**src/rtl/ram_arbiter.sv**
```systemverilog
// ram_arbiter
//   Time-slices the single-port main RAM between the video scanner, the 6502
//   core and one DMA requester. Each 14-tick CPU cycle is a 7-tick video half
//   (t = 0..6) followed by a 7-tick CPU/DMA half (t = 7..13). Every 65th cycle
//   the video half can be stretched by two ticks. All outputs are registered.
//
// Ports
//   Clock_14Mhz, RESET_N              master clock, async active-low reset
//   cpu_addr/cpu_data_out/cpu_we      CPU access request (sampled at t = 7)
//   video_addr                        scanner fetch address (sampled at t = 0)
//   dma_req/dma_addr/dma_wdata/dma_we DMA request and access (sampled at t = 7)
//   dma_gnt, dma_done                 DMA-owned half indicator, end pulse
//   ram_addr/ram_data_in/ram_we/ram_q RAM port (ram_q has 1-tick latency)
//   ras_n, cas_n, ax, phase0          RAM strobes and half indicator
//   cpu_enable                        one-tick CPU clock enable at t = 13
//   mem_data_l, video_data_l, video_ld latched read data and video strobe
module ram_arbiter #(
  parameter int LONG_CYCLE_EN = 1,
  parameter int MAX_DMA_RUN   = 4
) (
  input  logic        Clock_14Mhz,
  input  logic        RESET_N,
  input  logic [15:0] cpu_addr,
  input  logic [7:0]  cpu_data_out,
  input  logic        cpu_we,
  input  logic [15:0] video_addr,
  input  logic        dma_req,
  input  logic [15:0] dma_addr,
  input  logic [7:0]  dma_wdata,
  input  logic        dma_we,
  output logic        dma_gnt,
  output logic        dma_done,
  output logic [15:0] ram_addr,
  output logic [7:0]  ram_data_in,
  output logic        ram_we,
  input  logic [7:0]  ram_q,
  output logic        ras_n,
  output logic        cas_n,
  output logic        ax,
  output logic        phase0,
  output logic        cpu_enable,
  output logic [7:0]  mem_data_l,
  output logic [7:0]  video_data_l,
  output logic        video_ld
);

  localparam int RUN_W = (MAX_DMA_RUN < 2) ? 1 : $clog2(MAX_DMA_RUN + 1);
  localparam logic [RUN_W-1:0] RUN_MAX = RUN_W'(MAX_DMA_RUN);

  logic [3:0]       t_q, t_d;
  logic [1:0]       ext_q, ext_d;       // extra ticks spent at t = 6 in a long half
  logic [6:0]       c_q, c_d;
  logic [RUN_W-1:0] run_q, run_d;
  logic             own_dma_q, own_dma_d;
  logic             wr_q, wr_d;         // owner of the current half is writing
  logic [15:0]      ram_addr_q, ram_addr_d;
  logic [7:0]       ram_data_in_q, ram_data_in_d;
  logic [7:0]       mem_data_l_q, mem_data_l_d;
  logic [7:0]       video_data_l_q, video_data_l_d;
  logic             ram_we_q, ram_we_d;
  logic             ras_n_q, ras_n_d, cas_n_q, cas_n_d, ax_q, ax_d, phase0_q, phase0_d;
  logic             dma_gnt_q, dma_gnt_d, dma_done_q, dma_done_d;
  logic             cpu_enable_q, cpu_enable_d, video_ld_q, video_ld_d;

  logic             long_half, video_last, dma_pick;
  logic [3:0]       k_d;

  always_comb begin
    long_half  = (LONG_CYCLE_EN != 0) && (c_q == 7'd64);
    video_last = (t_q == 4'd6) && (!long_half || (ext_q == 2'd2));
    dma_pick   = dma_req && ((MAX_DMA_RUN == 0) || (run_q != RUN_MAX));

    // Tick / stretch / cycle counters
    if ((t_q == 4'd6) && !video_last) begin
      t_d   = 4'd6;
      ext_d = ext_q + 2'd1;
    end else begin
      t_d   = (t_q == 4'd13) ? 4'd0 : t_q + 4'd1;
      ext_d = 2'd0;
    end
    c_d = c_q;
    if (t_q == 4'd13) c_d = (c_q == 7'd64) ? 7'd0 : c_q + 7'd1;

    // Ownership of the coming CPU half is fixed on the last video tick
    own_dma_d = own_dma_q;
    run_d     = run_q;
    if (video_last) begin
      own_dma_d = dma_pick;
      run_d     = dma_pick ? run_q + 1'b1 : '0;
    end

    // Strobes are computed from the tick being entered so they are registered
    k_d      = (t_d >= 4'd7) ? t_d - 4'd7 : t_d;
    ras_n_d  = !((k_d >= 4'd1) && (k_d <= 4'd5));
    cas_n_d  = !((k_d >= 4'd3) && (k_d <= 4'd5));
    ax_d     = (k_d < 4'd3);
    phase0_d = (t_d >= 4'd7);

    ram_addr_d    = ram_addr_q;
    ram_data_in_d = ram_data_in_q;
    wr_d          = wr_q;
    if (t_q == 4'd13) begin
      ram_addr_d = video_addr;
      wr_d       = 1'b0;
    end else if (video_last) begin
      ram_addr_d    = dma_pick ? dma_addr  : cpu_addr;
      ram_data_in_d = dma_pick ? dma_wdata : cpu_data_out;
      wr_d          = dma_pick ? dma_we    : cpu_we;
    end

    ram_we_d     = (t_d == 4'd11) && wr_q;
    dma_gnt_d    = phase0_d && own_dma_d;
    cpu_enable_d = (t_d == 4'd13) && !own_dma_d;
    dma_done_d   = (t_d == 4'd13) && own_dma_d;
    // In a stretched half the strobe marks the final hold tick only
    video_ld_d   = (t_d == 4'd6) && (!long_half || (ext_d == 2'd2));

    video_data_l_d = video_data_l_q;
    if (t_q == 4'd5) video_data_l_d = ram_q;
    mem_data_l_d = mem_data_l_q;
    if (t_q == 4'd12) mem_data_l_d = wr_q ? ram_data_in_q : ram_q;
  end

  always_ff @(posedge Clock_14Mhz or negedge RESET_N) begin
    if (!RESET_N) begin
      t_q            <= 4'd0;
      ext_q          <= 2'd0;
      c_q            <= 7'd0;
      run_q          <= '0;
      own_dma_q      <= 1'b0;
      wr_q           <= 1'b0;
      ram_addr_q     <= 16'h0000;
      ram_data_in_q  <= 8'h00;
      mem_data_l_q   <= 8'h00;
      video_data_l_q <= 8'h00;
      ram_we_q       <= 1'b0;
      ras_n_q        <= 1'b1;
      cas_n_q        <= 1'b1;
      ax_q           <= 1'b1;
      phase0_q       <= 1'b0;
      dma_gnt_q      <= 1'b0;
      dma_done_q     <= 1'b0;
      cpu_enable_q   <= 1'b0;
      video_ld_q     <= 1'b0;
    end else begin
      t_q            <= t_d;
      ext_q          <= ext_d;
      c_q            <= c_d;
      run_q          <= run_d;
      own_dma_q      <= own_dma_d;
      wr_q           <= wr_d;
      ram_addr_q     <= ram_addr_d;
      ram_data_in_q  <= ram_data_in_d;
      mem_data_l_q   <= mem_data_l_d;
      video_data_l_q <= video_data_l_d;
      ram_we_q       <= ram_we_d;
      ras_n_q        <= ras_n_d;
      cas_n_q        <= cas_n_d;
      ax_q           <= ax_d;
      phase0_q       <= phase0_d;
      dma_gnt_q      <= dma_gnt_d;
      dma_done_q     <= dma_done_d;
      cpu_enable_q   <= cpu_enable_d;
      video_ld_q     <= video_ld_d;
    end
  end

  assign ram_addr     = ram_addr_q;
  assign ram_data_in  = ram_data_in_q;
  assign ram_we       = ram_we_q;
  assign ras_n        = ras_n_q;
  assign cas_n        = cas_n_q;
  assign ax           = ax_q;
  assign phase0       = phase0_q;
  assign dma_gnt      = dma_gnt_q;
  assign dma_done     = dma_done_q;
  assign cpu_enable   = cpu_enable_q;
  assign video_ld     = video_ld_q;
  assign mem_data_l   = mem_data_l_q;
  assign video_data_l = video_data_l_q;

endmodule

```
**config.mk**
```make
export PLATFORM = sky130hd
export DESIGN_NAME = ram_arbiter
export DESIGN_NICKNAME = d
export VERILOG_FILES = /design/src/rtl/ram_arbiter.sv
export SDC_FILE = /design/constraint.sdc
export NUM_CORES = 1
export LEC_CHECK = 0
export CORE_AREA = 2 2 86 88
export CTS_BUF_LIST = sky130_fd_sc_hd__clkbuf_8
export CTS_CLUSTER_SIZE = 8
export DETAILED_ROUTE_END_ITERATION = 8
export DIE_AREA = 0 0 88 90
export GPL_TIMING_DRIVEN = 0
export PLACE_DENSITY = 0.89
export SYNTH_ARGS = -nofsm -noshare
export SYNTH_HDL_FRONTEND = slang
export SYNTH_SLANG_ARGS = --single-unit
```
**constraint.sdc**
```tcl
create_clock -name Clock_14Mhz -period 6.4 [get_ports Clock_14Mhz]
set_input_delay 0.64 -clock Clock_14Mhz [delete_from_list [all_inputs] [get_ports Clock_14Mhz]]
set_output_delay 0.64 -clock Clock_14Mhz [all_outputs]
set_load 0.02 [all_outputs]
```
== After elaboration in Yosys (flattened, before gate mapping) ==
Cells that the tools add are included.

* $add $sub $neg: 5
* Multipliers: 0
* Div/mod/pow operators: 0
* Order comparisons: 5
* Equality and inequality tests: 11
* Shift operators: 0
* Mux-type cells: 15
* Bitwise gates (word level): 1
* Reductions and logical operators: 19

{| class="wikitable"
|+ Operator list
! kind !! count
|-
| $mux W16 || 3
|-
| $eq A4 B4 Y1 const B || 4
|-
| $mux W8 || 2
|-
| $eq A4 B3 Y1 const B || 3
|-
| $mux W4 || 3
|-
| $logic_and A1 B1 Y1 || 10
|-
| $add A7 B1 Y7 const B || 1
|-
| $eq A7 B7 Y1 const B || 1
|-
| $mux W7 || 1
|-
| $logic_not A1 Y1 || 5
|-
| $add A4 B1 Y4 const B || 1
|-
| $eq A2 B2 Y1 const B || 2
|-
| $ge A4 B1 Y1 const B || 1
|-
| $ge A4 B2 Y1 const B || 1
|-
| $ge A4 B3 Y1 const B || 1
|-
| $le A4 B3 Y1 const B || 1
|-
| $lt A4 B2 Y1 const B || 1
|-
| $mux W1 || 4
|-
| $sub A4 B3 Y4 const B || 1
|-
| $add A3 B1 Y3 const B || 1
|-
| $mux W3 || 1
|-
| $ne A3 B3 Y1 const B || 1
|-
| $add A2 B1 Y2 const B || 1
|-
| $logic_or A1 B1 Y1 || 2
|-
| 4 further kinds || 4
|}

* Register bits: 67
* Latch bits: 0
* Memory bits (writable): 0
* Memory bits (read-only): 0
* Output and inout port bits: 49
* Memories: 0

== Depth between registers and ports, before layout ==
* Word-level depth: 12
* Mapped depth: 10
* Depth with buffers taken out: 10

== Least setup slack after synthesis ==
Ideal clock, no wire load.

* Path kind: reg2reg
* Start point: register c_q[0]
* End point: register cas_n_q (netlist: cas_n)
* Library setup time: 0.098 ns
* Data arrival time: 2.213 ns
* Required time: 6.302 ns
* Slack: 4.088 ns
* Cell stages (with the launch flop): 11
* Period minus slack after synthesis: 2.312 ns
* Cells stage by stage: dfrtp_1 > inv_1 > ha_1 > nor4b_4 > a31oi_2 > ha_1 > nor2b_1 > a211o_1 > and4bb_1 > a211o_1 > o311ai_1

* Longest elaborated chain between the ends: 12
* Elaborated cells between the ends (all ways): 14

{| class="wikitable"
|+ Ends and longest elaborated chain
! what !! line !! text
|-
| from (decl) || 52 || <nowiki>logic [6:0] c_q, c_d;</nowiki>
|-
| from (signal assigned) || 128 || <nowiki>c_q <= 7'd0;</nowiki>
|-
| from (signal assigned) || 148 || <nowiki>c_q <= c_d;</nowiki>
|-
| $eq A7 B7 Y1 (*) || 69 || <nowiki>long_half = (LONG_CYCLE_EN != 0) && (c_q == 7'd64);</nowiki>
|-
| $logic_not A1 Y1 (*) || 70 || <nowiki>video_last = (t_q == 4'd6) && (!long_half || (ext_q == 2'd2));</nowiki>
|-
| $logic_or A1 B1 Y1 (*) || 70 ||
|-
| $logic_and A1 B1 Y1 (*) || 70 ||
|-
| $logic_not A1 Y1 (*) || 74 || <nowiki>if ((t_q == 4'd6) && !video_last) begin</nowiki>
|-
| $logic_and A1 B1 Y1 (*) || 74 ||
|-
| $mux W4 (*) || 74 ||
|-
| named net t_d[0] || 50 || <nowiki>logic [3:0] t_q, t_d;</nowiki>
|-
| $sub A4 B3 Y4 or $ge A4 B3 Y1 (tied branches) || 93 || <nowiki>k_d = (t_d >= 4'd7) ? t_d - 4'd7 : t_d;</nowiki>
|-
| $mux W4 (*) || 93 ||
|-
| $ge A4 B2 Y1 or $le A4 B3 Y1 (tied branches) || 95 || <nowiki>cas_n_d = !((k_d >= 4'd3) && (k_d <= 4'd5));</nowiki>
|-
| $logic_and A1 B1 Y1 (*) || 95 ||
|-
| $logic_not A1 Y1 (*) || 95 ||
|-
| named net cas_n_d || 61 || <nowiki>logic ras_n_q, ras_n_d, cas_n_q, cas_n_d, ax_q, ax_d, phase0_q, phase0_d;</nowiki>
|-
| to (signal assigned) || 158 || <nowiki>cas_n_q <= cas_n_d;</nowiki>
|-
| to (decl) || 61 ||
|}

Mark *: on every way through the listed nets, which the timed path passes. The rest lies on a longest branch.
A chain may end at the register's enable or synchronous reset.

== Worst setup path in the final report ==
* Start point: register ext_q[0]
* End point: register cas_n_q (netlist: cas_n)

* Longest elaborated chain between the ends: 11
* Elaborated cells between the ends (all ways): 13

{| class="wikitable"
|+ Ends and longest elaborated chain
! what !! line !! text
|-
| from (decl) || 51 || <nowiki>logic [1:0] ext_q, ext_d;</nowiki>
|-
| from (signal assigned) || 147 || <nowiki>ext_q <= ext_d;</nowiki>
|-
| $eq A2 B2 Y1 (*) || 70 ||
|-
| $logic_or A1 B1 Y1 (*) || 70 ||
|-
| $logic_and A1 B1 Y1 (*) || 70 ||
|-
| $logic_not A1 Y1 (*) || 74 ||
|-
| $logic_and A1 B1 Y1 (*) || 74 ||
|-
| $mux W4 (*) || 74 ||
|-
| named net t_d[0] || 50 ||
|-
| $ge A4 B3 Y1 (*) || -- ||
|-
| named net phase0_d || 61 ||
|-
| $mux W4 (*) || 93 ||
|-
| $ge A4 B2 Y1 or $le A4 B3 Y1 (tied branches) || 95 ||
|-
| $logic_and A1 B1 Y1 (*) || 95 ||
|-
| $logic_not A1 Y1 (*) || 95 ||
|-
| named net cas_n_d || 61 ||
|}

Marked as above.

==> metrics.md <==
| Metric | Value |
|---|---|
| Status | complete, no violations |
| Chip Height | approximately 90 um |
| Max Slew Vio Count | 0 |
| Kind of critical path | reg2reg |
| Unique masters post-synth | 46 |
| Arr. time, crit path | just over 3 ns |
| Syn nets | around 430 |
| CP startpoint | ext_q[0] |
| Final worst-path cycle share | a little over two fifths |
| Root buffer cell | clkbuf_8 |
| Post-CTS Setup Bufs | 0 |
| Largest net degree at the start of global routing | 68 |
| Synth area leaders | dfrtp_1, mux2i_1, nand2_1, o21ai_0, a21oi_1 |
| Max_cap viols | 0 |
| GRT Util Overall | 23.3% |
| Slew headroom | between 40% and 50% |
| Area share of the largest cell type after synthesis | between 40% and 50% |
| Layout area overhead | 47.3% |
| Clock-pin slew of the registers on the worst-case setup and hold paths | about 0.07 ns |
| Ant. Diodes | 0 |
| Mapped Cells | approximately 340 |
| VDD IR max | 0.130 mV |
| Post-synth EDFFs | 0 |
| Initial antenna violation count | 0 |
| Clk sinks | between 60 and 70 |
| CTS H-tree depth | 3 |
| Remaining global-route overflow | 0 |
| Setup_tns | 0 ns |
| Asr flop ratio synth | between 90% and 100% |
| CP Max Fanout | 8 |
| DRC Markers | 0 |
| Post-route antenna net violation count | 0 |
| Critical Path RT | 6.63 ns |
| Setup violations, final | 0 |
| Leak pwr | around 0.0022 uW |
| Register area | between 1500 and 2000 sq um |
| DRT Wirelength | roughly 9000 um |
| FP Rows | 31 |
| Final Hold Violating Endpoints | 0 |
| Setup WS pre-CTS | between 3 and 4 ns |
| Fill cell count | 528 |
| Mapped cell area | between 3000 and 4000 sq um |
| DIE WIDTH | between 80 and 90 um |
| CP endpoint kind | flop |
| Hold-fix buffer count after cts | 0 |
| Cell taking the most area after synthesis | dfrtp_1 |
| Max Root-Sink Buffers | 2 |
| Ys Warns | 0 |
| Multi-input combinational cell area | between 1500 and 2000 sq um |
| R2r startpoint | ext_q[0] |
| Vias in the first global route | 3135 |
| # port buffers | 125 |
| Power Density | 213 nW/um^2 |
| Boundary Pins | approximately 130 |
| Core area | between 7000 and 8000 sq um |
| RePlAce Congestion | between 0.8 and 0.9 |
| Iter 0 DRT Violations | 135 |
| Vias | 3036 |
| Starting Density | roughly 48% |
| Fraction of layout cells with a size suffix above 1 | 9.96% |
| Hold Crit Class | in2async |
| Ys flop type | dfrtp_1 |
| Final setup margin | 3.60 ns |
| Fmax | 0.357 GHz |
| Clk_lat worst skew | between 0.3 and 0.4 ns |
| Seq cells post-synth | 67 |
| Min Tclk post-route | 2.80 ns |
| Die area | between 7000 and 8000 sq um |
| CTS tree | yes |
| RSZ-0062 raised after global routing | no |
| Top cells by count, synth | dfrtp_1, nand2_1, mux2i_1 |
| Post_cts resized | 0 |
| Setup crit start kind | flop |
| Vias/cell | between 5 and 6 |
| Drt first pass iters | 4 |
| Post-DP HPWL | between 6000 and 7000 um |
| Actual slew at the worst max-slew pin | around 0.84 ns |
| Worst Skew | 0.0116 ns |
| DR WL/cell | around 16 um |
| Sequential share of the synthesized area | between 40% and 50% |
| First-pass GRT wire length | approximately 15000 um |
| Synth Area per Inst | roughly 10 sq um |
| Final nets | ~560 |
| Most frequent cell after synthesis | dfrtp_1 |
| CTS Buf Count | 9 |
-- placed cells by master, fill, tap and decap left out, types with 5 or more instances in the layout --
cell type	instances
clkdlybuf4s50_1	124
dfrtp_1	64
nand2_1	40
mux2i_1	34
nor2_1	32
o21ai_0	28
a21oi_1	27
o21ai_1	12
inv_1	11
mux2_2	9
clkbuf_8	9
ha_1	8
buf_2	7
clkbuf_1	7
nor2b_1	6
nand3_1	5
-- final cells by class --
class                      instances  area share [%]
buffer                            19            2.27
tap                               99            2.47
clock buffer                       9            2.47
sequential                        67            33.5
clock inverter                     6            2.27
multi-input combinational        245            31.3
inverter                          11           0.824
timing repair buffer             125            24.9
-- metrics by stage --
stage / hold WS [ns] / cell area [sq um] / power [uW] / utilization [%] / cells
floorplan: 0.344 / 3400 / 538 / - / 342
global placement: 0.422 / 4780 / 644 / 68.0 / 566
detailed placement: 0.425 / 4770 / 650 / 68.0 / 566
CTS: 0.431 / 5010 / 1070 / 71.4 / 581
global route: 0.450 / 5010 / 1110 / 71.4 / 581
finish: 0.380 / 5010 / 1070 / 71.4 / 581
-- cells by family after synthesis --
family | after synthesis | share of synthesized area [%]
flops | 67 | 49.4
fa+ha+maj | 8 | 2.94
mux | 43 | 13.0
simple gates | 105 | 14.8
compound gates | 86 | 14.5
xor+xnor | 3 | 0.772
buf+inv | 30 | 4.56
-- state kept, by name, indices dropped and copies added (netlist names) --
| signal | flops |
|---|---|
| ax | 1 |
| c_q | 7 |
| cas_n | 1 |
| cpu_enable | 1 |
| dma_done | 1 |
| dma_gnt | 1 |
| ext_q | 2 |
| mem_data_l | 8 |
| own_dma_q | 1 |
| phase0 | 1 |
| ram_addr | 16 |
| ram_data_in | 8 |
| ram_we | 1 |
| ras_n | 1 |
| run_q | 3 |
| t_q | 4 |
| video_data_l | 8 |
| video_ld | 1 |
| wr_q | 1 |
-- power by group --
part	switching (uW)	internal (uW)	total, uW
Sequential	14.0	447	461
Clock	169	258	427
Combinational	78.2	101	179
-- critical path, stage by stage, from the launching register on --
cell and delay [ns]:
dfrtp_1 0.34, inv_1 0.05, ha_1 0.22, nor4bb_1 0.35
a31oi_2 0.25, ha_1 0.34, inv_1 0.12, o21ai_0 0.10
mux2i_1 0.41, inv_1 0.13, o311ai_1 0.37
-- per-layer routing --
layer / part of all wire [%] / wire length, um / track usage (%) / vias to the layer above
li1: - / - / - / 1463
met1: 42 / 3810 / 29.6 / 1439
met2: 48 / 4330 / 37.6 / 118
met3: 8.4 / 763 / 7.07 / 16
met4: 1.7 / 158 / 7.95 / 0
met5: 0 / 0 / 0 / -
-- path summary, 6_finish.rpt --
path	to	slack [ns]	cells past startpoint
worst min-delay path	phase0	0.38	1
min in group Clock_14Mhz	ext_q[0]	0.43	1
worst min register to register	ext_q[0]	0.43	1
worst max register to register	cas_n	3.60	10
worst max-delay path	cas_n	3.60	10
max in group asynchronous	t_q[2]	5.46	1
Note: power is estimated with default switching activity, not from simulation.
